[src/rtl/safe_pkg.sv]
// safe_pkg: shared FSM states and constants for the safe entry front-end
package safe_pkg;
   typedef enum logic [1:0] {COLLECT, SUBMIT, WAIT_RESULT, LOCKOUT} state_t;
   localparam logic [3:0] CANCEL_KEY = 4'hF;
   localparam int CODE_W = 16;
   localparam int DIGITS = 4;
endpackage

[src/rtl/safe_entry_ctrl_confirm_debouncer.sv]
// confirm_debouncer: 2-flop synchronizer, stability counter and rising-edge press strobe
module confirm_debouncer #(
   parameter int DEBOUNCE_CYCLES = 500000
) (
   input  logic clk,
   input  logic reset,
   input  logic confirm,
   output logic press
);
   localparam int CW = $clog2(DEBOUNCE_CYCLES + 1);
   logic [1:0] sync;
   logic db, db_q;
   logic [CW-1:0] cnt;
   always_ff @(posedge clk or posedge reset)
      if (reset) begin
         sync <= '0;
         db   <= 1'b0;
         db_q <= 1'b0;
         cnt  <= '0;
      end else begin
         sync <= {sync[0], confirm};
         db_q <= db;
         if (sync[1] == db) cnt <= '0;
         else if (cnt == CW'(DEBOUNCE_CYCLES - 1)) begin
            db  <= sync[1];
            cnt <= '0;
         end else cnt <= cnt + CW'(1);
      end
   assign press = db & ~db_q;
endmodule

[src/rtl/safe_entry_ctrl.sv]
// safe_entry_ctrl: passcode entry sequencer for the safe core; SAFE_ENTRY_TIMEOUT_EN enables the partial-entry timeout
module safe_entry_ctrl
   import safe_pkg::*;
#(
   parameter int DEBOUNCE_CYCLES = 500000,
   parameter int TIMEOUT_CYCLES  = 100000000,
   parameter int MAX_FAIL        = 3,
   parameter int LOCKOUT_CYCLES  = 250000000
) (
   input  logic              clk,
   input  logic              reset,
   input  logic              confirm,
   input  logic [3:0]        keypad,
   output logic [CODE_W-1:0] code,
   output logic              code_valid,
   input  logic              code_ready,
   input  logic              result_valid,
   input  logic              result_ok,
   output logic [CODE_W-1:0] entry_digits,
   output logic [2:0]        digit_cnt,
   output logic              locked,
   output logic [1:0]        fail_cnt,
   output logic              timeout
);
   localparam int LW = $clog2(LOCKOUT_CYCLES + 1);
   state_t state, state_n;
   logic press, expire, verdict;
   logic [3:0] key_s1, key_s2;
   logic [LW-1:0] lock_cnt;
   confirm_debouncer #(.DEBOUNCE_CYCLES(DEBOUNCE_CYCLES)) u_deb (
      .clk(clk), .reset(reset), .confirm(confirm), .press(press)
   );
   assign verdict = state == WAIT_RESULT && result_valid;
   always_comb begin
      state_n = state;
      case (state)
         COLLECT:     if (press && key_s2 != CANCEL_KEY && digit_cnt == 3'(DIGITS - 1)) state_n = SUBMIT;
         SUBMIT:      if (code_ready) state_n = WAIT_RESULT;
         WAIT_RESULT: if (result_valid) state_n = (!result_ok && fail_cnt == 2'(MAX_FAIL - 1)) ? LOCKOUT : COLLECT;
         LOCKOUT:     if (lock_cnt <= LW'(1)) state_n = COLLECT;
         default:     state_n = COLLECT;
      endcase
   end
   always_ff @(posedge clk or posedge reset)
      if (reset) state <= COLLECT;
      else state <= state_n;
   always_ff @(posedge clk or posedge reset)
      if (reset) begin
         key_s1       <= '0;
         key_s2       <= '0;
         entry_digits <= '0;
         digit_cnt    <= '0;
         fail_cnt     <= '0;
         lock_cnt     <= '0;
      end else begin
         key_s1 <= keypad;
         key_s2 <= key_s1;
         if (state == COLLECT && press) begin
            if (key_s2 == CANCEL_KEY) begin
               entry_digits <= '0;
               digit_cnt    <= '0;
            end else begin
               entry_digits[{~digit_cnt[1:0], 2'b00} +: 4] <= key_s2;
               digit_cnt <= digit_cnt + 3'd1;
            end
         end else if (expire || verdict) begin
            entry_digits <= '0;
            digit_cnt    <= '0;
         end
         if (verdict) fail_cnt <= result_ok ? 2'd0 : (fail_cnt == 2'd3 ? fail_cnt : fail_cnt + 2'd1);
         else if (state == LOCKOUT && state_n == COLLECT) fail_cnt <= '0;
         if (state != LOCKOUT && state_n == LOCKOUT) lock_cnt <= LW'(LOCKOUT_CYCLES);
         else if (lock_cnt != '0) lock_cnt <= lock_cnt - LW'(1);
      end
`ifdef SAFE_ENTRY_TIMEOUT_EN
   localparam int TW = $clog2(TIMEOUT_CYCLES + 1);
   logic [TW-1:0] idle_cnt;
   logic partial;
   assign partial = state == COLLECT && digit_cnt != 3'd0 && digit_cnt != 3'(DIGITS);
   assign expire  = partial && !press && idle_cnt == TW'(TIMEOUT_CYCLES - 1);
   always_ff @(posedge clk or posedge reset)
      if (reset) begin
         idle_cnt <= '0;
         timeout  <= 1'b0;
      end else begin
         timeout  <= expire;
         idle_cnt <= (!partial || press || expire) ? '0 : idle_cnt + TW'(1);
      end
`else
   assign expire  = 1'b0;
   assign timeout = 1'b0;
`endif
   assign code_valid = state == SUBMIT;
   assign code       = code_valid ? entry_digits : '0;
   assign locked     = state == LOCKOUT;
endmodule

[config.mk]
export PLATFORM = sky130hd
export DESIGN_NAME = safe_entry_ctrl
export DESIGN_NICKNAME = d
export VERILOG_FILES = /design/src/rtl/safe_pkg.sv /design/src/rtl/safe_entry_ctrl_confirm_debouncer.sv /design/src/rtl/safe_entry_ctrl.sv
export SDC_FILE = /design/constraint.sdc
export NUM_CORES = 1
export LEC_CHECK = 0
export CAP_MARGIN = 20
export CORE_AREA = 2 2 120 122
export DETAILED_ROUTE_END_ITERATION = 8
export DIE_AREA = 0 0 122 124
export PLACE_DENSITY_LB_ADDON = 0.25
export SLEW_MARGIN = 5
export SYNTH_ARGS = -nofsm -noshare
export SYNTH_HDL_FRONTEND = slang
export SYNTH_SLANG_ARGS = --single-unit
[constraint.sdc]
create_clock -name clk -period 6.5 [get_ports clk]
set_input_delay 1.3 -clock clk [delete_from_list [all_inputs] [get_ports clk]]
set_output_delay 1.3 -clock clk [all_outputs]
set_load 0.01 [all_outputs]
==> results of run 1 <==
==> layer usage <==
metal	vias to the layer above	track usage (%)	routed length, um
met5	-	0	0
met4	0	4.96	137
met3	8	3.07	402
met2	61	19.3	4050
met1	1546	16.4	4170
li1	1552	-	-
==> critical path, cell delays in order, from the launching register on <==
cell             delay, ns
dfrtp_1               0.42
nor2b_1               0.77
and2_1                0.23
clkdlybuf4s50_1       0.54
==> logic make-up (layout without fill, tap and decap cells) <==
family / after synthesis / in the layout / share of synthesized area, %
flip-flops: 82 / 82 / 50.5
adder cells (fa/ha/maj): 11 / 11 / 3.39
buffers and inverters: 30 / 78 / 3.14
AND/OR/NAND/NOR: 183 / 183 / 25.6
XOR/XNOR: 22 / 22 / 4.74
other: 1 / 1 / 0.0922
AO/OA/AOI/OAI: 71 / 71 / 12.0
multiplexers: 2 / 2 / 0.554
==> registers in the layout, indices dropped and copies added (netlist names), 2 cells and up <==
signal / count
lock_cnt: 28
u_deb.cnt: 19
entry_digits: 16
key_s1: 4
key_s2: 4
digit_cnt: 3
fail_cnt: 2
state: 2
u_deb.sync: 2
==> cell usage in the layout, fill, tap and decap left out, drive strengths merged, types with 3 or more instances in the layout <==
cell type | synthesis | routed
dfrtp | 82 | 82
clkdlybuf4s50 | 0 | 48
nor2 | 37 | 37
nand2 | 22 | 22
o21ai | 18 | 18
or4 | 18 | 18
nand3 | 17 | 17
and2 | 17 | 17
xor2 | 16 | 16
or3 | 15 | 15
a22o | 14 | 14
inv | 12 | 14
a21oi | 12 | 12
nor3 | 11 | 11
ha | 11 | 11
o31ai | 10 | 10
clkbuf | 12 | 9
nor4 | 8 | 8
nand4 | 7 | 7
or2 | 7 | 7
xnor2 | 6 | 6
and4 | 6 | 6
o41ai | 4 | 4
nand3b | 4 | 4
nand2b | 3 | 3
and3 | 3 | 3
==> worst max-delay path by stage <==
stage | startpoint | slack, ns | to | cells after the start
2_1_floorplan | reset | 3.09 | digit_cnt[0]$_DFFE_PP0P_ | 1
3_3_place_gp | state[0]$_DFF_PP0_ | 3.30 | code[11] | 3
3_5_place_dp | state[0]$_DFF_PP0_ | 3.21 | code[2] | 3
4_1_cts | state[0]$_DFF_PP0_ | 2.84 | code[8] | 3
5_1_grt | state[0]$_DFF_PP0_ | 2.65 | code[10] | 3
6_report | state[0]$_DFF_PP0_ | 2.90 | code[8] | 3
==> area by class of cell <==
type,instances,area share [%]
clock buffer,9,4.47
clock inverter,7,2.14
tap,180,4.47
sequential,82,40.7
multi-input combinational,290,37.4
timing repair buffer,50,9.84
inverter,12,0.919
==> through the flow <==
stage	hold WS [ns]	cell area, um2
floorplan	0.331	4070
global placement	0.334	4700
detailed placement	0.335	4700
CTS	0.340	5040
global route	0.342	5040
finish	0.340	5040
==> report_power, final <==
group          internal (mW)  total [mW]  switching [mW]
registers              0.544       0.582          0.0386
clock network          0.344       0.564           0.221
logic                 0.0570       0.123          0.0662
==> results.txt, run 1 <==
Status = complete, no violations
Setup violators final = 0
Worst setup margin = 2.90 ns
Max Clock Skew = 0.0101 ns
Filler Cell Count = 1349
Placement Setup Slack = 3.21 ns
Class of the worst hold path = reg -> reg
Remaining Overflow, GRT = 0
Area grow syn2layout = 23.9%
Setup crit start kind = flop
Avg Cell Area, Syn = 10.1 um2
Pre-antenna DRT Iters = 4
Drt via density = 5.03
Fin cells = 630
Root Buffer = clkbuf_16
Port Buffers = 48
Worst-path clk slew = 0.07 ns
DP Wirelength = 6.08 mm
Max_cap viols = 0
Die area = 15100 um2
Cell area after synthesis = 4070 um2
First-pass GRT wire length = 14.7 mm
Post-synth EDFFs = 0
Worst reg2reg endpoint = lock_cnt[16]$_DFFE_PP0P_
Worst Path Required = 5.20 ns
Worst hold stages = 0
Ant. Diodes = 0
Power Density = 252 nW/um2
1st-iter DRT viols = 181
Placed Cells = 614
Reg-to-reg startpoint = lock_cnt[23]$_DFFE_PP0P_
Slew Limit Fails = 0
R2r setup slk = 3.68 ns
Register area = 2050 um2
Layout cells sized above 1 = 7.11%
IO Count = 50
Overall power = 1.27 mW
Worst-path fanout max = 18
Antenna violations before repair = 0
GPL Wtd Cong = 0.797
VDD IR max = 0.000124 V
Via count = 3167
Leak = 1.93 nW
Residual DRC = 0
Yosys warns = 0
Relative slew margins = 37.5%
Most instantiated library cell after synthesis = dfrtp_1
Worst-Skew Late Latency = 0.34 ns
Core area = 13700 um2
Register area share after synthesis = 50.5%
Clock Sinks = 82
Synth area leader = dfrtp_1
Period minus WS final = 3.60 ns
Crit. End Element = output port
#FFs+latches synth = 82
Post-route antenna net violation count = 0
Worst Hold End = key_s2[2]$_DFF_PP0_
H-tree level count = 3
Reg2reg path depth = 5
Area contributors post-synth = dfrtp_1 (50%), xor2_1 (3.4%), nor2_1 (3.4%)
Drt total wl = 8.76 mm
Tot GR Track Use = 12.3%
Largest net degree at the start of global routing = 55
Final cycle utilization of the critical path = 55.5%
WP data arrival = 2.30 ns
Drt wl/cell = 13.9 um
Ys flop type = dfrtp_1
Achievable Freq = 277 MHz
Synth async-reset ratio = 100%
Mapped Nets = 423
# rows = 43
RSZ-0062 raised after global routing = no
Post-CTS setup buffer count = 0
Initial core utilization = 29.6%
CTS buffer count = 9
Post-CTS sizing = 0
Post-synth cell types = 49
Footprint of the multi-input gates = 1890 um2
NumNets Final = 466
CTS max path bufs = 2
Die W = 122 um
Final setup TNS = 0 ns
Chip Height = 124 um
Vias in the first global route = 3013
Final hold vios = 0
Utilization after layout = 36.7%
CTS tree = built
Synth top cells by count = dfrtp_1 (82), nor2_1 (37), nand2_1 (22), o21ai_0 (18)
Mapped Cells = 402
Hold buffers post-CTS = 0
Hold Path Origin = key_s1[2]$_DFF_PP0_
Slew @ Worst Pin = 0.936 ns
CP Class = reg -> out
Yosys top cell area share = 50.5%
Power figures use the tool's default switching activity.
==> inputs of run 2 (changes only) <==
==> constraint.sdc (replaced) <==
create_clock -name clk -period 2.95 [get_ports clk]
set_input_delay 0.59 -clock clk [delete_from_list [all_inputs] [get_ports clk]]
set_output_delay 0.59 -clock clk [all_outputs]
set_load 0.01 [all_outputs]
==> run 2 against run 1 <==
Final area barely moved. Clock skew is 0.0043 ns lower. Sequential cell count unchanged. Combinational power is 120% higher. Final cell count rose by 0.95%. Utilization hardly changed. Critical path depth increased by 2. Global-route usage is 0.054 points lower. Count of clock-buffer cells in the layout unchanged.
==> results.txt, run 2 (same netlist as run 1, synthesis figures left out) <==
Status = complete, no violations
WHS = 0.347 ns
Core area = 13700 um2
Area grow syn2layout = 24.0%
Residual DRC = 0
Drt wl/cell = 13.8 um
Register share of total power = 49.4%
R2r setup slk = 0.34 ns
CTS tree = built
Slew @ Worst Pin = 0.622 ns
Setup crit start kind = flop
Reg with most FFs = lock_cnt
Number of flip-flops in the largest register = 28
Final setup TNS = 0 ns
Filler Cell Count = 1352
Worst hold stages = 0
# rows = 43
Post-route antenna net violation count = 0
Drt total wl = 8.81 mm
Tot GR Track Use = 12.3%
Leak = 1.94 nW
Post-CTS setup buffer count = 0
Largest registers = lock_cnt x28, u_deb.cnt x19, entry_digits x16
Port Buffers = 48
First-pass GRT wire length = 14.8 mm
Reg2reg path depth = 5
Class of the worst hold path = reg -> reg
Final hold vios = 0
Worst reg2reg endpoint = lock_cnt[25]$_DFFE_PP0P_
Clock network power share = 40.3%
Drt via density = 4.91
CTS max path bufs = 2
Internal power = 1.90 mW
DP Wirelength = 6.20 mm
Crit. End Element = flop
Switch Pwr = 0.705 mW
Hold Path Origin = key_s1[3]$_DFF_PP0_
Post-CTS sizing = 0
1st-iter DRT viols = 216
Gate power share = 10.3%
Setup violators final = 0
Layout cells sized above 1 = 8.33%
CTS buffer count = 9
Commonest cells after routing, fill and taps aside = dfrtp_1 (82), clkdlybuf4s50_1 (48), nor2_1 (37)
Period minus WS final = 2.61 ns
Register area = 2050 um2
Footprint of the multi-input gates = 1890 um2
Final cycle utilization of the critical path = 88.5%
Root Buffer = clkbuf_16
Fin cells = 636
Pre-antenna DRT Iters = 4
Worst Hold End = key_s2[3]$_DFF_PP0_
Worst Path Required = 3.16 ns
Max Clock Skew = 0.00576 ns
Ant. Diodes = 0
Via count = 3125
Largest net degree at the start of global routing = 33
Remaining Overflow, GRT = 0
GPL Wtd Cong = 0.793
RSZ-0062 raised after global routing = no
Reg-to-reg startpoint = lock_cnt[4]$_DFFE_PP0P_
Worst-path clk slew = 0.06 ns
Chip Height = 124 um
NumNets Final = 472
Initial core utilization = 29.6%
Worst-Skew Late Latency = 0.34 ns
Relative slew margins = 58.5%
Commonest non-fill, non-tap cell in the layout = dfrtp_1
Clock Sinks = 82
Achievable Freq = 383 MHz
Antenna violations before repair = 0
Placed Cells = 620
Slew Limit Fails = 0
Worst-path fanout max = 10
Vias in the first global route = 3019
Hold buffers post-CTS = 0
Sw Ratio = 27.0%
IO Count = 50
VDD IR max = 0.000276 V
Max_cap viols = 0
WP data arrival = 2.83 ns
Die area = 15100 um2
H-tree level count = 3
CP Class = reg -> reg
Power Density = 517 nW/um2
Die W = 122 um
run 2: changes by cell type in the layout (fill, tap and decap cells not counted), sizes merged:
cell,before,now
bufinv,2,0
clkinv,2,4
buf,2,8
run 2: cell type report:
class / instances / area share, %
flip-flops and latches: 82 / 40.7
multi-input cells: 290 / 37.4
repair buffers: 56 / 11.0
clock buffers: 9 / 4.47
well taps: 180 / 4.47
clock inverters: 7 / 1.04
inverters: 12 / 0.919
run 2: worst max-delay path by stage:
stage                                  from  slack (ns)                  endpoint  depth (start not counted)
floorplan                             reset        0.25  digit_cnt[0]$_DFFE_PP0P_                          1
global placement    lock_cnt[8]$_DFFE_PP0P_        0.43  lock_cnt[19]$_DFFE_PP0P_                          5
detailed placement  lock_cnt[4]$_DFFE_PP0P_        0.36  lock_cnt[26]$_DFFE_PP0P_                          5
CTS                 lock_cnt[4]$_DFFE_PP0P_        0.34  lock_cnt[25]$_DFFE_PP0P_                          5
global route        lock_cnt[0]$_DFFE_PP0P_        0.19  lock_cnt[20]$_DFFE_PP0P_                          7
finish              lock_cnt[4]$_DFFE_PP0P_        0.34  lock_cnt[25]$_DFFE_PP0P_                          5
run 2: through the flow:
stage                     total power, mW  utilization (%)  setup slack [ns]  area (um2)
after floorplan                      1.46                -             0.252        4070
after global placement               1.57             34.7             0.428        4760
after detailed placement             1.58             34.7             0.360        4760
after CTS                            2.64             36.7             0.344        5040
after global routing                 2.74             36.7             0.192        5040
final                                2.61             36.7             0.339        5040
run 2: layer usage:
metal  routed length [um]  GRT usage (%)  vias to the layer above
met5                    0              0                        -
met3                  271           2.43                        8
met1                 4490           17.2                     1496
li1                     -              -                     1567
met4                  124           4.89                        0
met2                 3920           18.7                       54
run 2: critical path, cell delays in order, from the launching register on:
cell and delay (ns):
dfrtp_1 0.44, or4_1 0.69, nand2b_1 0.39, or3_1 0.42, o31ai_1 0.20, or3b_1 0.36
run 2: power groups by stage:
stage | sequential (mW) | combinational [mW] | clock [mW]
floorplan | 1.29 | 0.173 | 0
global placement | 1.30 | 0.272 | 0
detailed placement | 1.31 | 0.273 | 0
CTS | 1.29 | 0.276 | 1.08
global route | 1.30 | 0.316 | 1.13
finish | 1.29 | 0.270 | 1.05
==> inputs of run 3 (changes only) <==
--- a/config.mk
+++ b/config.mk
@@ -10,6 +10,7 @@
 export DETAILED_ROUTE_END_ITERATION = 8
 export DIE_AREA = 0 0 122 124
 export PLACE_DENSITY_LB_ADDON = 0.25
+export SETUP_SLACK_MARGIN = 0.05
 export SLEW_MARGIN = 5
 export SYNTH_ARGS = -nofsm -noshare
 export SYNTH_HDL_FRONTEND = slang
==> constraint.sdc (replaced) <==
create_clock -name clk -period 2.5 [get_ports clk]
set_input_delay 0.5 -clock clk [delete_from_list [all_inputs] [get_ports clk]]
set_output_delay 0.5 -clock clk [all_outputs]
set_load 0.01 [all_outputs]
==> run 3 against run 2 <==
Combinational power grew 39%. Die area is the same. Setup slack lost 0.17 ns. Final area grew 4.9%. Final cell count grew 3.1%. Critical path type unchanged. Critical endpoint is now lock_cnt[19]$_DFFE_PP0P_. Highest routed layer unchanged.
==> results.txt, run 3 (same netlist as run 1, synthesis figures left out) <==
Max Clock Skew = 0.00788 ns
Setup crit start kind = flop
DP Wirelength = 6.59 mm
Crit. End Element = flop
Hold buffers post-CTS = 0
Commonest cells after routing, fill and taps aside = dfrtp_1 (82), clkdlybuf4s50_1 (48), nor2_1 (37)
Final Cell Area = 5290 um2
Root Buffer = clkbuf_16
Class of the worst hold path = reg -> reg
Achievable Freq = 429 MHz
Number of flip-flops in the largest register = 28
Slew Limit Fails = 0
Area post-placement = 4910 um2
Port Buffers = 48
First-pass GRT wire length = 15.3 mm
Antenna violations before repair = 0
Residual DRC = 0
CP Class = reg -> reg
Overall power = 3.24 mW
Area grow syn2layout = 30.1%
VDD IR max = 0.000340 V
Largest net degree at the start of global routing = 31
Worst-Skew Late Latency = 0.34 ns
GPL Wtd Cong = 0.832
Remaining Overflow, GRT = 0
Die area = 15100 um2
# rows = 43
CTS buffer count = 9
IO Count = 50
Ant. Diodes = 0
Post-CTS setup buffer count = 0
Pre-antenna DRT Iters = 4
Core area = 13700 um2
1st-iter DRT viols = 157
Worst-path fanout max = 6
Period minus WS final = 2.33 ns
Chip Height = 124 um
WP data arrival = 2.59 ns
Utilization after layout = 38.5%
Max_cap viols = 0
Vias in the first global route = 3103
Slew @ Worst Pin = 0.518 ns
Layout cells sized above 1 = 14.9%
Via count = 3224
Relative slew margins = 65.1%
Die W = 122 um
NumNets Final = 492
Tot GR Track Use = 12.7%
Drt total wl = 9.11 mm
Final cycle utilization of the critical path = 93.3%
Status = complete, no violations
H-tree level count = 3
Drt wl/cell = 13.9 um
RSZ-0062 raised after global routing = yes
CTS tree = built
Final setup TNS = 0 ns
Clock Sinks = 82
Power Density = 614 nW/um2
Largest registers = lock_cnt x28, u_deb.cnt x19, entry_digits x16
Initial core utilization = 29.6%
Leak = 2.07 nW
Final hold vios = 0
Worst-path clk slew = 0.06 ns
Worst Path Required = 2.75 ns
CTS max path bufs = 2
Reg with most FFs = lock_cnt
Drt via density = 4.91
WHS = 0.348 ns
Commonest non-fill, non-tap cell in the layout = dfrtp_1
Post-route antenna net violation count = 0
Setup violators final = 0
## run 3: cell count changes in the layout (fill, tap and decap cells not counted), sizes merged
cell      change
clkinvlp      +1
bufinv        +1
clkinv        -2
inv           -1
clkbuf        +1
buf          +20
## run 3: timing repair
action	in CTS	in global routing
pin swaps	0	2
setup endpoints to repair	1	20
gates cloned	0	1
gates resized for setup	1	18
## run 3: metal layers
metal  routed length [um]  track usage [%]  vias up
met4                  113             5.46        0
met5                    0                0        -
met2                 4180             19.4       53
met1                 4530             17.6     1566
met3                  285             2.38        7
li1                     -                -     1598
## run 3: worst paths after layout
kind                       cells after the start                  endpoint               startpoint  slack (ns)
max in group asynchronous                      3  lock_cnt[23]$_DFFE_PP0P_                    reset        1.48
setup reg to reg                               5  lock_cnt[19]$_DFFE_PP0P_  lock_cnt[8]$_DFFE_PP0P_        0.17
hold reg to reg                                0       key_s2[3]$_DFF_PP0_      key_s1[3]$_DFF_PP0_        0.35
min in group asynchronous                      2   u_deb.sync[0]$_DFF_PP0_                    reset        0.51
setup / recovery                               5  lock_cnt[19]$_DFFE_PP0P_  lock_cnt[8]$_DFFE_PP0P_        0.17
hold / removal                                 0       key_s2[3]$_DFF_PP0_      key_s1[3]$_DFF_PP0_        0.35
## run 3: stage by stage
stage	worst slack, ns	instances
after floorplan	0.0662	402
after global routing	0.0450	656
after CTS	0.0579	655
after detailed placement	-0.0404	639
after global placement	0.0304	639
final	0.167	656
## run 3: final cells by class
class                      count  area [um2]
clock inverter                 6        72.6
tap                          180         225
timing repair buffer          76         707
multi-input combinational    290        1940
sequential                    82        2050
clock buffer                  10         239
inverter                      12        48.8
fill                        1347        8430
## run 3: power breakdown
part | switching, mW | total, mW | internal [mW]
clock network | 0.551 | 1.36 | 0.811
logic | 0.194 | 0.376 | 0.182
registers | 0.0927 | 1.51 | 1.41
## run 3: worst max-delay path, cell delays in order, from the launching register on
cell and delay, ns:
dfrtp_1 0.39, or4_4 0.60, or2_1 0.28, or4_4 0.51
or3_1 0.31, a21oi_1 0.15
